$ cat src/rtl/strategy_feed_scheduler_pkg.sv
// Shared types and constants for the strategy feed scheduler.
// Stock count and ID width are fixed at 4 and 2 bits.
package strategy_feed_scheduler_pkg;

  localparam int NUM_STOCKS = 4;
  localparam int ID_W       = 2;
  localparam int PRICE_W    = 14;

  typedef enum logic [1:0] {
    ST_IDLE  = 2'd0,
    ST_ISSUE = 2'd1,
    ST_WAIT  = 2'd2,
    ST_EMIT  = 2'd3
  } state_t;

  localparam logic SIDE_BUY  = 1'b1;
  localparam logic SIDE_SELL = 1'b0;

  typedef struct packed {
    logic               side;
    logic [ID_W-1:0]    stock_id;
    logic [PRICE_W-1:0] price;
  } order_t;

  function automatic logic [2:0] count_ones4(input logic [3:0] v);
    count_ones4 = 3'(v[0]) + 3'(v[1]) + 3'(v[2]) + 3'(v[3]);
  endfunction

endpackage

$ cat src/rtl/rr_arbiter_4.sv
// Combinational 4-way round-robin pick: first requester at or after ptr,
// wrapping 3 -> 0. The pointer register lives in the parent.
module rr_arbiter_4
  import strategy_feed_scheduler_pkg::*;
(
  input  logic [3:0]      req,
  input  logic [ID_W-1:0] ptr,
  output logic            grant_valid,
  output logic [ID_W-1:0] grant_id
);

  logic [ID_W-1:0] idx;

  // Walk offsets from farthest to nearest so the nearest requester wins.
  always_comb begin
    grant_valid = 1'b0;
    grant_id    = ptr;
    idx         = ptr;
    for (int k = 3; k >= 0; k--) begin
      idx = ptr + ID_W'(k);
      if (req[idx]) begin
        grant_valid = 1'b1;
        grant_id    = idx;
      end
    end
  end

endmodule

$ cat src/rtl/strategy_feed_scheduler.sv
// Conflating per-stock price slots, round-robin issue to the shared momentum
// engine, and buy/sell order emission on a valid/ready interface.
module strategy_feed_scheduler #(
  parameter int NUM_STOCKS = 4,
  parameter int PRICE_W    = 14,
  parameter int ENGINE_LAT = 1,
  parameter int CNT_W      = 16
) (
  input  logic                          clk,
  input  logic                          rst,
  input  logic [NUM_STOCKS-1:0]         px_valid,
  input  logic [NUM_STOCKS*PRICE_W-1:0] px_price,
  output logic                          eng_enable,
  output logic [1:0]                    eng_stock_id,
  output logic [PRICE_W-1:0]            eng_price,
  input  logic                          eng_buy,
  input  logic                          eng_sell,
  output logic                          ord_valid,
  input  logic                          ord_ready,
  output logic                          ord_side,
  output logic [1:0]                    ord_stock_id,
  output logic [PRICE_W-1:0]            ord_price,
  output logic                          busy,
  output logic [CNT_W-1:0]              conflate_cnt,
  output logic                          proto_err
);
  import strategy_feed_scheduler_pkg::*;

  state_t                             state, state_nxt;
  logic [NUM_STOCKS-1:0]              pending;
  logic [NUM_STOCKS-1:0][PRICE_W-1:0] slot_price;
  logic [1:0]                         rr_ptr;
  logic                               gnt_valid;
  logic [1:0]                         gnt_id;
  logic                               grant;
  logic [ENGINE_LAT-1:0]              wait_pipe;
  logic                               sample;
  logic                               decide;
  logic [NUM_STOCKS-1:0]              conflate_hit;
  logic [CNT_W:0]                     cnt_sum;
  order_t                             ord_q;

  rr_arbiter_4 u_arb (
    .req         (pending),
    .ptr         (rr_ptr),
    .grant_valid (gnt_valid),
    .grant_id    (gnt_id)
  );

  assign grant  = (state == ST_IDLE) && gnt_valid;
  // wait_pipe tracks engine latency; its top bit marks the last WAIT cycle.
  assign sample = (state == ST_WAIT) && wait_pipe[ENGINE_LAT-1];
  assign decide = eng_buy | eng_sell;

  // Slots: a strobe always refills; a grant clears only if not refilled.
  for (genvar i = 0; i < NUM_STOCKS; i++) begin : g_slot
    assign conflate_hit[i] = px_valid[i] & pending[i] & ~(grant && gnt_id == 2'(i));

    always_ff @(posedge clk or posedge rst) begin
      if (rst) begin
        pending[i]    <= 1'b0;
        slot_price[i] <= '0;
      end else if (px_valid[i]) begin
        pending[i]    <= 1'b1;
        slot_price[i] <= px_price[i*PRICE_W +: PRICE_W];
      end else if (grant && gnt_id == 2'(i)) begin
        pending[i]    <= 1'b0;
      end
    end
  end

  assign cnt_sum = {1'b0, conflate_cnt} + (CNT_W+1)'(count_ones4(conflate_hit));

  always_ff @(posedge clk or posedge rst) begin
    if (rst) conflate_cnt <= '0;
    else     conflate_cnt <= cnt_sum[CNT_W] ? '1 : cnt_sum[CNT_W-1:0];
  end

  always_ff @(posedge clk or posedge rst) begin
    if (rst) state <= ST_IDLE;
    else     state <= state_nxt;
  end

  always_comb begin
    state_nxt  = state;
    eng_enable = 1'b0;
    ord_valid  = 1'b0;
    busy       = (state != ST_IDLE);
    case (state)
      ST_IDLE:  if (grant) state_nxt = ST_ISSUE;
      ST_ISSUE: begin
        eng_enable = 1'b1;
        state_nxt  = ST_WAIT;
      end
      ST_WAIT:  if (sample) state_nxt = decide ? ST_EMIT : ST_IDLE;
      ST_EMIT: begin
        ord_valid = 1'b1;
        if (ord_ready) state_nxt = ST_IDLE;
      end
      default:  state_nxt = ST_IDLE;
    endcase
  end

  always_ff @(posedge clk or posedge rst) begin
    if (rst) begin
      wait_pipe <= '0;
    end else begin
      wait_pipe[0] <= (state == ST_ISSUE);
      for (int i = 1; i < ENGINE_LAT; i++) wait_pipe[i] <= wait_pipe[i-1];
    end
  end

  always_ff @(posedge clk or posedge rst) begin
    if (rst) begin
      rr_ptr       <= '0;
      eng_stock_id <= '0;
      eng_price    <= '0;
    end else if (grant) begin
      rr_ptr       <= gnt_id + 2'd1;
      eng_stock_id <= gnt_id;
      eng_price    <= slot_price[gnt_id];
    end
  end

  // Buy wins a simultaneous buy/sell; the collision is flagged sticky.
  always_ff @(posedge clk or posedge rst) begin
    if (rst) begin
      ord_q     <= '0;
      proto_err <= 1'b0;
    end else if (sample) begin
      if (decide) begin
        ord_q.side     <= eng_buy ? SIDE_BUY : SIDE_SELL;
        ord_q.stock_id <= eng_stock_id;
        ord_q.price    <= eng_price;
      end
      if (eng_buy && eng_sell) proto_err <= 1'b1;
    end
  end

  assign ord_side     = ord_q.side;
  assign ord_stock_id = ord_q.stock_id;
  assign ord_price    = ord_q.price;

endmodule

$ cat config.mk
export PLATFORM = sky130hd
export DESIGN_NAME = strategy_feed_scheduler
export DESIGN_NICKNAME = d
export VERILOG_FILES = /design/src/rtl/strategy_feed_scheduler_pkg.sv /design/src/rtl/rr_arbiter_4.sv /design/src/rtl/strategy_feed_scheduler.sv
export SDC_FILE = /design/constraint.sdc
export NUM_CORES = 1
export LEC_CHECK = 0
export BUFFER_PORTS_ARGS = -buffer_cell sky130_fd_sc_hd__buf_2
export CORE_ASPECT_RATIO = 1.2
export CORE_MARGIN = 3
export CORE_UTILIZATION = 56
export CTS_BUF_LIST = sky130_fd_sc_hd__clkbuf_8
export DETAILED_ROUTE_END_ITERATION = 16
export PLACE_DENSITY = 0.83
export SETUP_SLACK_MARGIN = 0.02
export SLEW_MARGIN = 0
export SYNTH_ARGS = -nofsm -noshare
export SYNTH_HDL_FRONTEND = slang
export SYNTH_HIERARCHICAL = 1
export SYNTH_SLANG_ARGS = --single-unit
$ cat constraint.sdc
create_clock -name clk -period 5.9 [get_ports clk]
set_input_delay 1.18 -clock clk [delete_from_list [all_inputs] [get_ports clk]]
set_output_delay 1.18 -clock clk [all_outputs]
set_load 0.01 [all_outputs]
Word-level counts from Yosys, hierarchy flattened. Cells that the tools add are included.

Bits in writable memories: 0. Word-level logic and storage cells: 105. Memories: 0. Output and inout port bits: 53. Flip-flop bits (word level): 115. Input bits: 65. Bits in latches: 0. Bits in read-only memories: 0.

Div/mod/pow operators: 0. Shift-type cells: 0. Equal/unequal tests: 9. Multiplexer cells: 35. Reductions and logical operators: 17. $mul: 0. Bitwise gates (word level): 13. Add/sub/neg operators: 8. Magnitude comparators: 5.

Operators with widths (count): $bmux 14 s2 (1); $mux 1 (19); $add 16x3->17 (1); $mux 16 (1); $mux 2 (8); $lt 2x3->1 const B (5); $mux 14 (1); $reduce_bool 2->1 (5); $and 1x1->1 (8); $bmux 1 s2 (4); $eq 2x2->1 const B (4); $pmux 2 s4 (1); $logic_and 1x1->1 (7); $ne 2x2->1 const B (3); $add 2x1->2 const B (2); $add 2x2->2 const B (2); $eq 2x1->1 const B (2); $logic_not 2->1 (2); $not 1->1 (4); $reduce_and 2->1 (2); $add 2x1->3 (1); $add 3x1->3 (1); $reduce_and 3->1 (1); $add 1x1->2 (1); $or 1x1->1 (1).

Longest topological paths before layout.
Depth after elaboration: 16. Mapped depth: 18. Gate-level depth less buffers: 15.

Modules after synthesis. The synthesis kept the hierarchy.

Modules (own cells, without submodules): strategy_feed_scheduler (instances 1, seq. area each 2877.8 µm², cells each 337, area an instance 4967.3 µm²); rr_arbiter_4 (instances 1, seq. area each 0.0 µm², cells each 16, area an instance 100.1 µm²).

Worst setup path before layout. No wires, ideal clock.

Path kind: register -> register. Start: register pending[0]. End: register conflate_cnt[11]. Cell stages (with the launch flop): 19. Setup time: 0.069 ns. Arrival: 4.357 ns. Path buffers: 3. Data required time: 5.831 ns. Setup slack: 1.474 ns. Period minus slack after synthesis: 4.426 ns. Path through: dfrtp_1 and2b_2 or4_1 nand2_1 clkbuf_1 clkbuf_1 inv_1 ha_1 nand2_1 nand3_1 fa_1 fa_1 inv_1 fa_1 nand3_2 nor4_4 nand4_2 buf_6 nand3_1.

Longest elaborated chain between the ends: 15. Elaborated cells between the ends (all ways): 39. Those cells by class: 4 x add/sub; 3 x eq/ne; 17 x mux; 9 x bitwise; 6 x reduce/logical.

Ends and longest elaborated chain: start: declaration (line strategy_feed_scheduler.sv:30) `logic [NUM_STOCKS-1:0] pending;`; start signal: indexed assignment (line strategy_feed_scheduler.sv:61) `pending[i] <= 1'b0;`; start signal: indexed assignment (line strategy_feed_scheduler.sv:64) `pending[i] <= 1'b1;`; start signal: indexed assignment (line strategy_feed_scheduler.sv:67) `pending[i] <= 1'b0;`; $bmux 1 s2 (line rr_arbiter_4.sv:21) `if (req[idx]) begin`; $mux 1 (not written as such) (line rr_arbiter_4.sv:21); $mux 2 (3 in a row) (line rr_arbiter_4.sv:21); $mux 2 (*) (line rr_arbiter_4.sv:21); net gnt_id[1] (line strategy_feed_scheduler.sv:34) `logic [1:0] gnt_id;`; $eq 2x1->1 / $logic_not 2->1 (equally long branches) (line strategy_feed_scheduler.sv:57) `assign conflate_hit[i] = px_valid[i] & pending[i] & ~(grant && gnt_id == 2'(i));`; $logic_and 1x1->1 (line strategy_feed_scheduler.sv:57); $not 1->1 (line strategy_feed_scheduler.sv:57); $and 1x1->1 (line strategy_feed_scheduler.sv:57); $add 1x1->2 (line strategy_feed_scheduler_pkg.sv:26) `count_ones4 = 3'(v[0]) + 3'(v[1]) + 3'(v[2]) + 3'(v[3]);`; $add 2x1->3 (line strategy_feed_scheduler_pkg.sv:26); $add 3x1->3 (*) (line strategy_feed_scheduler_pkg.sv:26); $add 16x3->17 (*) (line strategy_feed_scheduler.sv:72) `assign cnt_sum = {1'b0, conflate_cnt} + (CNT_W+1)'(count_ones4(conflate_hit));`; $mux 16 (*) (line strategy_feed_scheduler.sv:76) `else conflate_cnt <= cnt_sum[CNT_W] ? '1 : cnt_sum[CNT_W-1:0];`; end signal: assignment (line strategy_feed_scheduler.sv:76); end: declaration (line strategy_feed_scheduler.sv:24) `output logic [CNT_W-1:0] conflate_cnt,`.

The timed path passes the listed nets; every way through them passes the cells marked *. The select of a mux whose other input is x is not followed. A chain may end at the register's enable or synchronous reset.

Final worst setup path.
Start: register pending[3]. End: register conflate_cnt[11].

The elaborated chain is that of the path after synthesis.

==> reports/qor.yml <==
min_from: "proto_err$_DFFE_PP0P_"
die_h_um: 110.2
nets: 550
crit_required_ns: 6.24
ios: 118
antenna_left: 0
cts_tree: "built"
synth_area_leaders: "dfrtp_1 57%, mux2_2 20%, mux4_2 6.2%"
viasPerCell: 5.460
p_comb_share_pct: 37.3
finalClockSkew_ns: 0.01093
grt_util_all_layers_pct: 22.16
seq_power_share_pct: 40.5
dieArea_mm2: 0.01023
drive_above_1_share_pct: 54.69
synth_nets: 426
synth_common_cells: "115 x dfrtp_1, 90 x mux2_2, 20 x nand2_1"
cts_buffers: 17
fin_setup_tns_ns: 0
place_congestion: 0.8516
critPathMaxFanout: 19
pwr_density_cell_mw_per_mm2: 476.5
post-synth-top-count-cell: "dfrtp_1"
cts_root_buffer: "clkbuf_8"
synth_ff_type: "dfrtp_1"
synth_warnings: 6
synth_edf_count: 0
netlist.area_leader.share_pct: 56.79
crit_path_top_delay_cell: "o221a_2"
yosysUniqueCellTypes: 43
rows: 37
synthArstFlopShare_pct: 100.0
p_clk_share_pct: 22.1
outcome: "finished clean"
drc: 0
vias: 3314
hold_class: "reg2reg"
die_w_um: 92.84
timing_worst_setup_path_type: "reg2reg"
firstDrtPassIters: 4
slew_viol_final: 0
p_int_uw: 1926
final_util_pct: 70.03
fmax_ghz: 0.2198
grt_pass1_wl_um: 17110
cp-startpoint: "pending[3]$_DFFE_PP0P_"
timing.max_cap.violations: 0
power.leakage_uw: 0.002876
routed_wl_um: 10370
cts.sink_count: 115
hold_viol_final: 0
ir_worst_vdd_uv: 258.9
syn_inst: 353
rsz0062_at_grt: "no"
cts.repair.resized: 0
antenna_found_initial: 0
synth_area_mm2: 0.005067
synth-seq-area-share_pct: 56.79
worst_pin_slew_ns: 0.8075
cp.arrival_ns: 4.89
swShare_pct: 33.69
cts_setup_buffers: 0
synth_seq_cells: 115
fin_crit_ns: 4.549
path_cells: "and2b_2 -> o21ai_0 -> o221a_2 -> inv_1 -> ha_1 -> nand2_1 -> nand3_1 -> fa_1 -> fa_1 -> inv_1 -> fa_1 -> nand3_2 -> nor4_4 -> nand4_2 -> nand3_1"
htree_levels: 4
clk-insertion-delay-late_ns: 0.42
start_kind: "flip-flop"
cp_slowest_stage_delay_ns: 0.64
design.core.area_mm2: 0.008703
post_dp_cell_area_mm2: 0.005739
syn_avg_cell_area_um2: 14.36
yosysTopAreaCell: "dfrtp_1"
grt_overflow: 0
antenna_cells: 0
hold_buffers: 0
syn_to_final_growth_pct: 20.27
cts_buffer_depth: 2
cpMostUsedCell: "fa_1"
wl_per_cell_um: 17.08
finalSetupViolCount: 0
final_design_area_no_fill_mm2: 0.006095
numPortBuffers: 117
fin_crit_sh_pct: 77.11
slew_headroom_pct: 46.17
switching_power_uw: 978.4
initial_core_util_pct: 58.22
grt_pass1_vias: 3504
drt_iter0_markers: 119
dp_hpwl_um: 7491
grt_max_degree: 67
crit_path_end_kind: "flip-flop"
clk_pin_slew_ns: 0.06
r2r_start: "pending[3]$_DFFE_PP0P_"
## worst paths after layout
path                                                    to  slack (ns)  depth (start not counted)
worst max-delay path            conflate_cnt[11]$_DFF_PP0_        1.35                         15
worst min-delay path                 proto_err$_DFFE_PP0P_        0.48                          1
worst max register to register  conflate_cnt[11]$_DFF_PP0_        1.35                         15
worst min register to register       proto_err$_DFFE_PP0P_        0.48                          1
max in group asynchronous       slot_price[29]$_DFFE_PP0P_        3.85                          3
min in group asynchronous       slot_price[37]$_DFFE_PP0P_        0.92                          2
## power groups by stage
stage	registers, uW	logic [uW]	clock network (uW)
floorplan	1220	732	0
global placement	1170	1060	0
detailed placement	1190	1100	0
CTS	1180	1110	660
global route	1210	1200	699
finish	1180	1080	643
## logic make-up after synthesis
group	count (synthesis)	synth area share, %
buf+inv	26	2.568
xor+xnor	7	1.210
simple gates	64	7.087
fa+ha+maj	8	2.420
compound gates	29	3.704
mux	104	26.22
flops	115	56.79
## per-layer routing
layer  part of all wire [%]  wire (um)  vias to the layer above  track usage, %
li1                       -          -                     1520               -
met1                     39       4036                     1676           26.83
met2                     54       5594                      102           38.24
met3                    5.5        567                       16           5.635
met4                    1.6        170                        0           8.796
met5                      0          0                        -               0
## worst max-delay path: cells and delay by family (launching register included)
kind	cells	cell delay (ns)
AND/OR/NAND/NOR	7	1.53
adder cells (fa/ha/maj)	4	1.44
AO/OA/AOI/OAI	2	0.79
flip-flops	1	0.46
buffers and inverters	2	0.24
## layout by cell type (no fill, tap or decap), types with 3 or more instances in the layout
cell      Yosys  final
buf_4         4      4
nor3_1        5      5
nor2b_1       3      3
mux2_2       90     90
clkbuf_8      0     19
dfrtp_1     115    115
nand2_1      20     20
or3_1         3      3
fa_1          3      3
ha_1          5      5
clkinv_2      0      8
inv_1        10     11
a21o_1        4      4
mux4_2       14     14
xnor2_1       5      5
nor2_1        6      6
a21oi_1       7      7
nand3_1      10     10
buf_2         2    117
o21ai_0       8      8
## final cells by class
| class | count | area [um^2] |
|---|---|---|
| clock inverters | 13 | 93.84 |
| clock buffers | 19 | 261.5 |
| well taps | 117 | 146.4 |
| fillers | 642 | 2609 |
| multi-input cells | 212 | 2059 |
| flip-flops and latches | 115 | 2878 |
| inverters | 10 | 40.04 |
| repair buffers | 121 | 615.6 |
## state kept, by name (all words and copies together), names as in the netlist
register and cells:
rr_ptr 2, slot_price 56, eng_stock_id 2, ord_price 14, eng_price 14, ord_stock_id 2, state 2, proto_err 1
conflate_cnt 16, ord_side 1, pending 4, wait_pipe 1
## stage by stage
step                total power [uW]  instances  hold slack (ns)  setup WS, ns
global placement                2232        575           0.4467         1.523
detailed placement              2287        575           0.4630         1.288
global route                    3106        607           0.4975        0.9241
CTS                             2941        607           0.4830         1.271
finish                          2904        607           0.4814         1.351
floorplan                       1954        353           0.4752         1.474
(Power assumes the default switching activity.)
